[config.mk]
export PLATFORM = sky130hd
export DESIGN_NAME = vga_vram_arbiter_flat
export DESIGN_NICKNAME = d
export VERILOG_FILES = /design/src/rtl/vga_vram_arbiter_if.sv /design/src/rtl/vga_vram_arbiter.sv /design/src/flat_wrapper.sv
export SDC_FILE = /design/constraint.sdc
export NUM_CORES = 1
export LEC_CHECK = 0
export CAP_MARGIN = 10
export CORE_MARGIN = 1
export CORE_UTILIZATION = 40
export CTS_CLUSTER_DIAMETER = 150
export DETAILED_ROUTE_END_ITERATION = 16
export PLACE_DENSITY = 0.83
export RECOVER_POWER = 100
export SYNTH_ARGS = -nofsm -noshare
export SYNTH_HDL_FRONTEND = slang
export SYNTH_SLANG_ARGS = --single-unit
[constraint.sdc]
create_clock -name pclk -period 2.1 [get_ports pclk]
set_input_delay 0.42 -clock pclk [delete_from_list [all_inputs] [get_ports pclk]]
set_output_delay 0.42 -clock pclk [all_outputs]
set_load 0.005 [all_outputs]
[src/rtl/vga_vram_arbiter_if.sv]
// Bus bundle between the VGA fetch, CPU MMIO bridge, VRAM macro and the arbiter.
// The arbiter takes the slave side; requesters and the VRAM model take the master side.
interface vga_vram_arbiter_if #(
    parameter int ADDR_W = 12,
    parameter int DATA_W = 8
);
    logic              disp_req;
    logic [ADDR_W-1:0] disp_addr;
    logic              disp_valid;
    logic [DATA_W-1:0] disp_data;

    logic              cpu_valid;
    logic              cpu_ready;
    logic              cpu_we;
    logic [ADDR_W-1:0] cpu_addr;
    logic [DATA_W-1:0] cpu_wdata;
    logic              cpu_rvalid;
    logic [DATA_W-1:0] cpu_rdata;

    logic              mem_en;
    logic              mem_we;
    logic [ADDR_W-1:0] mem_addr;
    logic [DATA_W-1:0] mem_wdata;
    logic [DATA_W-1:0] mem_rdata;

    modport slave (
        input  disp_req, disp_addr,
        output disp_valid, disp_data,
        input  cpu_valid, cpu_we, cpu_addr, cpu_wdata,
        output cpu_ready, cpu_rvalid, cpu_rdata,
        output mem_en, mem_we, mem_addr, mem_wdata,
        input  mem_rdata
    );

    modport master (
        output disp_req, disp_addr,
        input  disp_valid, disp_data,
        output cpu_valid, cpu_we, cpu_addr, cpu_wdata,
        input  cpu_ready, cpu_rvalid, cpu_rdata,
        input  mem_en, mem_we, mem_addr, mem_wdata,
        output mem_rdata
    );
endinterface

[src/rtl/vga_vram_arbiter.sv]
// Single-port VRAM arbiter: display fetch has strict priority, CPU waits in a one-entry buffer.
// Optional macro VGA_VRAM_ARB_RDHOLD_EN keeps cpu_rdata stable between CPU read returns.
module vga_vram_arbiter #(
    parameter int ADDR_W = 12,
    parameter int DATA_W = 8
) (
    input  logic                pclk,
    input  logic                reset,
    vga_vram_arbiter_if.slave   bus
);

    typedef enum logic {
        IDLE = 1'b0,
        PEND = 1'b1
    } req_state_t;

    req_state_t        state;
    req_state_t        state_next;

    logic              hold_we;
    logic [ADDR_W-1:0] hold_addr;
    logic [DATA_W-1:0] hold_wdata;

    logic              disp_grant;
    logic              cpu_grant;
    logic              capture;

    logic              tag1_valid;
    logic              tag1_cpu;
    logic              tag2_valid;
    logic              tag2_cpu;

    logic              mem_en_q;
    logic              mem_we_q;
    logic [ADDR_W-1:0] mem_addr_q;
    logic [DATA_W-1:0] mem_wdata_q;

    logic              disp_valid_q;
    logic [DATA_W-1:0] disp_data_q;
    logic              cpu_rvalid_q;
    logic [DATA_W-1:0] cpu_rdata_q;

    always_ff @(posedge pclk or posedge reset) begin
        if (reset) begin
            state <= IDLE;
        end else begin
            state <= state_next;
        end
    end

    // Display always wins; the buffered CPU request only gets the cycles scan-out leaves idle.
    always_comb begin
        state_next = state;
        disp_grant = 1'b0;
        cpu_grant  = 1'b0;
        capture    = 1'b0;

        if (bus.disp_req) begin
            disp_grant = 1'b1;
        end else if (state == PEND) begin
            cpu_grant = 1'b1;
        end

        case (state)
            IDLE: begin
                if (bus.cpu_valid) begin
                    capture    = 1'b1;
                    state_next = PEND;
                end
            end
            PEND: begin
                if (cpu_grant) begin
                    state_next = IDLE;
                end
            end
            default: begin
                state_next = IDLE;
            end
        endcase
    end

    always_ff @(posedge pclk or posedge reset) begin
        if (reset) begin
            hold_we    <= 1'b0;
            hold_addr  <= '0;
            hold_wdata <= '0;
        end else if (capture) begin
            hold_we    <= bus.cpu_we;
            hold_addr  <= bus.cpu_addr;
            hold_wdata <= bus.cpu_wdata;
        end
    end

    always_ff @(posedge pclk or posedge reset) begin
        if (reset) begin
            mem_en_q    <= 1'b0;
            mem_we_q    <= 1'b0;
            mem_addr_q  <= '0;
            mem_wdata_q <= '0;
        end else if (disp_grant) begin
            mem_en_q    <= 1'b1;
            mem_we_q    <= 1'b0;
            mem_addr_q  <= bus.disp_addr;
            mem_wdata_q <= '0;
        end else if (cpu_grant) begin
            mem_en_q    <= 1'b1;
            mem_we_q    <= hold_we;
            mem_addr_q  <= hold_addr;
            mem_wdata_q <= hold_wdata;
        end else begin
            mem_en_q    <= 1'b0;
            mem_we_q    <= 1'b0;
            mem_addr_q  <= '0;
            mem_wdata_q <= '0;
        end
    end

    // Stage 1 lines up with the mem access, stage 2 with the VRAM's registered read data.
    always_ff @(posedge pclk or posedge reset) begin
        if (reset) begin
            tag1_valid <= 1'b0;
            tag1_cpu   <= 1'b0;
            tag2_valid <= 1'b0;
            tag2_cpu   <= 1'b0;
        end else begin
            tag1_valid <= disp_grant | (cpu_grant & ~hold_we);
            tag1_cpu   <= cpu_grant;
            tag2_valid <= tag1_valid;
            tag2_cpu   <= tag1_cpu;
        end
    end

    always_ff @(posedge pclk or posedge reset) begin
        if (reset) begin
            disp_valid_q <= 1'b0;
            disp_data_q  <= '0;
        end else begin
            disp_valid_q <= tag2_valid & ~tag2_cpu;
            if (tag2_valid && !tag2_cpu) begin
                disp_data_q <= bus.mem_rdata;
            end
        end
    end

    always_ff @(posedge pclk or posedge reset) begin
        if (reset) begin
            cpu_rvalid_q <= 1'b0;
            cpu_rdata_q  <= '0;
        end else begin
            cpu_rvalid_q <= tag2_valid & tag2_cpu;
`ifdef VGA_VRAM_ARB_RDHOLD_EN
            if (tag2_valid && tag2_cpu) begin
                cpu_rdata_q <= bus.mem_rdata;
            end
`else
            cpu_rdata_q <= (tag2_valid && tag2_cpu) ? bus.mem_rdata : '0;
`endif
        end
    end

    assign bus.cpu_ready  = (state == IDLE);
    assign bus.mem_en     = mem_en_q;
    assign bus.mem_we     = mem_we_q;
    assign bus.mem_addr   = mem_addr_q;
    assign bus.mem_wdata  = mem_wdata_q;
    assign bus.disp_valid = disp_valid_q;
    assign bus.disp_data  = disp_data_q;
    assign bus.cpu_rvalid = cpu_rvalid_q;
    assign bus.cpu_rdata  = cpu_rdata_q;

endmodule
[src/flat_wrapper.sv]
// flat-port wrapper written by rule: the top's interface ports become plain ports
module vga_vram_arbiter_flat 
#(
    parameter int ADDR_W = 12,
    parameter int DATA_W = 8
)
  (pclk, reset, bus_disp_req, bus_disp_addr, bus_disp_valid, bus_disp_data, bus_cpu_valid, bus_cpu_we, bus_cpu_addr, bus_cpu_wdata, bus_cpu_ready, bus_cpu_rvalid, bus_cpu_rdata, bus_mem_en, bus_mem_we, bus_mem_addr, bus_mem_wdata, bus_mem_rdata);
  vga_vram_arbiter_if #(.ADDR_W(ADDR_W), .DATA_W(DATA_W)) bus_i ();
  input  logic pclk;
  input  logic reset;
  input wire logic [$bits(bus_i.disp_req)-1:0] bus_disp_req;
  input wire logic [$bits(bus_i.disp_addr)-1:0] bus_disp_addr;
  output wire logic [$bits(bus_i.disp_valid)-1:0] bus_disp_valid;
  output wire logic [$bits(bus_i.disp_data)-1:0] bus_disp_data;
  input wire logic [$bits(bus_i.cpu_valid)-1:0] bus_cpu_valid;
  input wire logic [$bits(bus_i.cpu_we)-1:0] bus_cpu_we;
  input wire logic [$bits(bus_i.cpu_addr)-1:0] bus_cpu_addr;
  input wire logic [$bits(bus_i.cpu_wdata)-1:0] bus_cpu_wdata;
  output wire logic [$bits(bus_i.cpu_ready)-1:0] bus_cpu_ready;
  output wire logic [$bits(bus_i.cpu_rvalid)-1:0] bus_cpu_rvalid;
  output wire logic [$bits(bus_i.cpu_rdata)-1:0] bus_cpu_rdata;
  output wire logic [$bits(bus_i.mem_en)-1:0] bus_mem_en;
  output wire logic [$bits(bus_i.mem_we)-1:0] bus_mem_we;
  output wire logic [$bits(bus_i.mem_addr)-1:0] bus_mem_addr;
  output wire logic [$bits(bus_i.mem_wdata)-1:0] bus_mem_wdata;
  input wire logic [$bits(bus_i.mem_rdata)-1:0] bus_mem_rdata;
  assign bus_i.disp_req = bus_disp_req;
  assign bus_i.disp_addr = bus_disp_addr;
  assign bus_disp_valid = bus_i.disp_valid;
  assign bus_disp_data = bus_i.disp_data;
  assign bus_i.cpu_valid = bus_cpu_valid;
  assign bus_i.cpu_we = bus_cpu_we;
  assign bus_i.cpu_addr = bus_cpu_addr;
  assign bus_i.cpu_wdata = bus_cpu_wdata;
  assign bus_cpu_ready = bus_i.cpu_ready;
  assign bus_cpu_rvalid = bus_i.cpu_rvalid;
  assign bus_cpu_rdata = bus_i.cpu_rdata;
  assign bus_mem_en = bus_i.mem_en;
  assign bus_mem_we = bus_i.mem_we;
  assign bus_mem_addr = bus_i.mem_addr;
  assign bus_mem_wdata = bus_i.mem_wdata;
  assign bus_i.mem_rdata = bus_mem_rdata;
  vga_vram_arbiter #(.ADDR_W(ADDR_W), .DATA_W(DATA_W)) u_core (.pclk(pclk), .reset(reset), .bus(bus_i));
endmodule
; ---- Word-level counts from Yosys, hierarchy flattened
; Cells that the tools add are included.
[word_totals]
wordCells = 42
mem_bits_rw = 0
n_memories = 0
input_bits = 45
romBits = 0
out_inout_bits = 41
latchBits = 0
ff_bits = 66
[op_classes]
bitwise_logic = 7
add_sub_neg = 0
shift = 0
div = 0
n_reduce_logical = 3
mux = 16
magnitude_cmp = 0
n_mul = 0
n_eq_ne = 0
[ops]
columns = operator, count
row1 = 12-bit two-way mux, 2
row2 = 8-bit two-way mux, 3
row3 = 1-bit two-way mux, 10
row4 = 1-bit AND, 3
row5 = 1-bit NOT, 3
row6 = 1-bit logical AND, 2
row7 = 1-bit case mux with 2 select lines, 1
row8 = 1-bit logical NOT, 1
row9 = 1-bit bitwise OR, 1

; ---- Depth between registers and ports, before layout
[logic_depth]
word_depth = 4
ltp_mapped = 3
depth_no_buf = 2

; ---- Worst setup path before layout
; No wires, ideal clock.
[synth_path]
path_kind = in2reg
from = input port bus_cpu_valid
to = register u_core.hold_addr[0]
cell_stages = 3
arrival_ns = 1.060
setup_time_ns = 0.125
setup_slack_ns = 0.914
t_required_ns = 1.975
path_buffers = 1
path_cell_list = nor2b_4 buf_6 mux2_4
[synth_via]
elab_chain_cells = 2
[synth_rtl]
columns = item, line_no
row1 = start: declaration, flat_wrapper.sv:15  ; input wire logic [$bits(bus_i.cpu_valid)-1:0] bus_cpu_valid;
row2 = 1-bit two-way mux, vga_vram_arbiter.sv:66  ; if (bus.cpu_valid) begin
row3 = 1-bit two-way mux, vga_vram_arbiter.sv:64  ; case (state)
row4 = end signal: assignment, vga_vram_arbiter.sv:89  ; hold_addr <= bus.cpu_addr;
row5 = end: declaration, vga_vram_arbiter.sv:21  ; logic [ADDR_W-1:0] hold_addr;
; No other way between the ends.
; A chain may end at the register's enable or synchronous reset.

; ---- Worst setup path in the final report
[layout_path]
from = input port bus_disp_req
to = register u_core.mem_addr_q[2], in the netlist u_core.bus.mem_addr[2]
[layout_via]
elab_chain_cells = 3
word_cells_on_any_way = 4
cone_classes = mux: 4
[layout_rtl]
columns = item, line_no
row1 = start: declaration, flat_wrapper.sv:11  ; input wire logic [$bits(bus_i.disp_req)-1:0] bus_disp_req;
row2 = 1-bit two-way mux, vga_vram_arbiter.sv:58  ; if (bus.disp_req) begin
row3 = 12-bit two-way mux, vga_vram_arbiter.sv:105  ; end else if (cpu_grant) begin
row4 = 12-bit two-way mux *, vga_vram_arbiter.sv:100  ; end else if (disp_grant) begin
row5 = end signal: assignment, vga_vram_arbiter.sv:103  ; mem_addr_q <= bus.disp_addr;
row6 = end signal: assignment, vga_vram_arbiter.sv:108  ; mem_addr_q <= hold_addr;
row7 = end: declaration, vga_vram_arbiter.sv:35  ; logic [ADDR_W-1:0] mem_addr_q;
; Every way passes the cells marked *; elsewhere a longest branch is shown, timed or not.

==> key figures <==
Setup path
  • Data required, critical path: 2360 ps
  • Critical path cell sequence: dlygate4sd3_1 -> nor2b_1 -> a22o_1
  • WS Path Type: input port to flop
  • Reg2Reg Depth: 4
  • Buf/Inv on CP: 1
  • Critical Path Stages: 3
  • Worst-path fanout max: 14
  • CP Capture Type: flop
  • Crit path DAT: between 2000 and 2500 ps
  • Critical path's slowest cell: nor2b_1
  • Slowest stage delay, CP: 750 ps
  • Top delay family on crit path: simple AND/OR/NAND/NOR gates
  • Startpoint Class: input port

Floorplan
  • Die Span Y: 80.4 um
  • Die Wd: 80.4 um
  • Die ar.: 6470 um2
  • Io pins: 86
  • Core area: between 5000 and 6000 um2
  • Initial core utilization: 0.415
  • Standard-cell rows: 28

Clock network
  • Worst-path clk slew: approximately 70 ps
  • CTS tree: yes
  • CTS Hold Bufs: 0
  • Sinks on Clock Net: 66
  • PostCTS Resize Cnt: 0
  • Worst skew pair latency: 330 ps
  • Setup bufs post-CTS: 0
  • CTS root buf: clkbuf_8
  • CTS buffer count: 9
  • CTS HTree Levels: 3
  • CTS Buffer Depth: 2

GRT
  • First-pass GRT wire length: 7720 um
  • GRT Resource Usage Total: 0.169
  • Total global routing overflow: 0
  • Number of global-route vias before repair: between 1500 and 2000
  • Initial antenna violation count: 0
  • Largest net degree at the start of global routing: 41

Drt
  • Total wire length: roughly 4700 um
  • TritonRoute pass-1 iters: 4
  • Vias per inst: 4.62
  • DRC Markers: 0
  • Starting DRC count in detailed routing: 42
  • Via count: 1528
  • Wire per inst: 14.3 um
  • Routed Antenna Nets: 0

Layout
  • Final non-filler cell total: 331
  • Final instance area: 3510 um2
  • Sequential cell area: approximately 1700 um2
  • Most common cell after layout, fill and taps aside: dfrtp_1
  • Area of the multi-input gates: roughly 630 um2
  • # fillers: 501
  • Commonest cells after routing, fill and taps aside: dfrtp_1 (66), dlygate4sd3_1 (43), clkdlybuf4s50_1 (42)
  • Area Overhead vs Synth: 42.5%
  • Number of antenna diodes: 0
  • Final core utilization: 0.592
  • Fraction of layout cells with a size suffix above 1: 0.137
  • Layout Nets: a little under 300

Synth
  • Syn_area_per_cell: 15.8 um2
  • Synth warn: 0
  • Synth unique cells: 18
  • Sequential fraction of the synthesis area: 0.671
  • Syn Nets: between 200 and 250
  • Post-synthesis cell count: 156
  • Mapped Area: 2460 um2
  • Yosys reg bits: 66

STA
  • RSZ-0062 raised after global routing: false
  • Fin crit share: 0.862
  • Slew @ Worst Pin: 931 ps
  • Setup_tns: 0 ps
  • Setup Viol. Count Final: 0
  • Tmin final: 1810 ps
  • Final hold violation count: 0
  • Fmax: 553 MHz
  • Final Max Slew Viols: 0
  • Slew headroom: 0.379
  • Clock skew: 3.06 ps

Pwr
  • Pleak: between 1.5 and 2 nW
  • Clock network power share: 0.355
  • Comb power frac: 0.161
  • Maximum VDD drop: 0.548 mV
  • Seq pwr share: 0.483
  • Internal power component: 2.45 mW
  • Sw Ratio: 0.235
  • Power Density: 915 nW/um2
  • Switching power total: 0.754 mW

Worst hold path
  • Hold depth: 0
  • Worst hold path class: flop to flop

Placement
  • Post-Place Cell Area: 3430 um2
  • Dpl hpwl: between 3000 and 4000 um
  • PortBufs: 85
  • Placed cells: 315
  • Routability congestion estimate from global placement: 0.697

Status
  • Status: completed

Flow run
  • MaxCap Viol Count: 0
stage by stage:
stage / hold slack (ps) / total power, mW / setup slack (ps)
2_1_floorplan: 331 / 1.91 / 25.2
6_report: 350 / 3.21 / 290
5_1_grt: 356 / 3.38 / 204
3_3_place_gp: 332 / 2.24 / 403
3_5_place_dp: 339 / 2.26 / 384
4_1_cts: 284 / 3.43 / 363
routing by layer:
metal	part of all wire	track usage	routed length (um)
met5	0	0	0
met4	0.0085	0.102	40
met2	0.51	0.272	2430
met3	0.064	0.0466	304
met1	0.41	0.199	1950
cell usage after synthesis:
| library cell | number | area share |
|---|---|---|
| dfrtp_1 | 66 | 0.67 |
| mux2_4 | 27 | 0.16 |
| nand2_1 | 14 | 0.021 |
| and2_1 | 8 | 0.020 |
| and3_2 | 8 | 0.024 |
| o21ai_0 | 7 | 0.014 |
| a22o_1 | 5 | 0.018 |
| inv_1 | 4 | 0.0061 |
| buf_2 | 3 | 0.0061 |
| buf_6 | 3 | 0.014 |
| a21o_1 | 2 | 0.0061 |
| mux2_2 | 2 | 0.0092 |
| nor2b_4 | 2 | 0.011 |
| and2_2 | 1 | 0.0031 |
| buf_4 | 1 | 0.0031 |
| nand2b_1 | 1 | 0.0025 |
| nor3_1 | 1 | 0.0020 |
| or2_2 | 1 | 0.0025 |
sequential cells by signal (all words and copies together) (netlist names):
signal and cells:
u_core.tag2_cpu 1, u_core.bus.disp_data 8, u_core.state 1, u_core.bus.mem_wdata 8
u_core.bus.mem_we 1, u_core.hold_wdata 8, u_core.bus.cpu_rvalid 1, u_core.bus.mem_en 1
u_core.bus.cpu_rdata 8, u_core.bus.mem_addr 12, u_core.hold_we 1, u_core.bus.disp_valid 1
u_core.tag1_valid 1, u_core.tag1_cpu 1, u_core.tag2_valid 1, u_core.hold_addr 12
power groups by stage:
stage | logic (mW) | clock network, mW | registers, mW
after floorplan | 0.338 | 0 | 1.57
final | 0.517 | 1.14 | 1.55
after global placement | 0.660 | 0 | 1.58
after global routing | 0.570 | 1.24 | 1.57
after CTS | 0.683 | 1.18 | 1.56
after detailed placement | 0.679 | 0 | 1.58
cell type report:
cell class,count,area share
Multi-Input combinational cell,79,0.180
Sequential cell,66,0.471
Clock buffer,9,0.0353
Clock inverter,7,0.0268
Inverter,4,0.00428
Tap cell,75,0.0268
Timing Repair Buffer,91,0.256
final timing paths:
path,endpoint,startpoint,slack [ps]
setup / recovery,u_core.bus.mem_addr[2],bus_disp_req,290
hold / removal,u_core.tag2_cpu,u_core.tag1_cpu,350
setup reg to reg,u_core.hold_addr[2],u_core.state,500
hold reg to reg,u_core.tag2_cpu,u_core.tag1_cpu,350
max in group asynchronous,u_core.hold_addr[9],reset,460
min in group asynchronous,u_core.bus.disp_valid,reset,450
cell families (layout without fill, tap and decap cells):
| logic type | after synthesis | after routing | synth area share |
|---|---|---|---|
| flip-flops | 66 | 66 | 0.671 |
| AND/OR/NAND/NOR | 36 | 36 | 0.0875 |
| multiplexers | 29 | 29 | 0.174 |
| AO/OA/AOI/OAI | 14 | 14 | 0.0381 |
| buffers and inverters | 11 | 111 | 0.0290 |
Power figures use the tool's default switching activity.
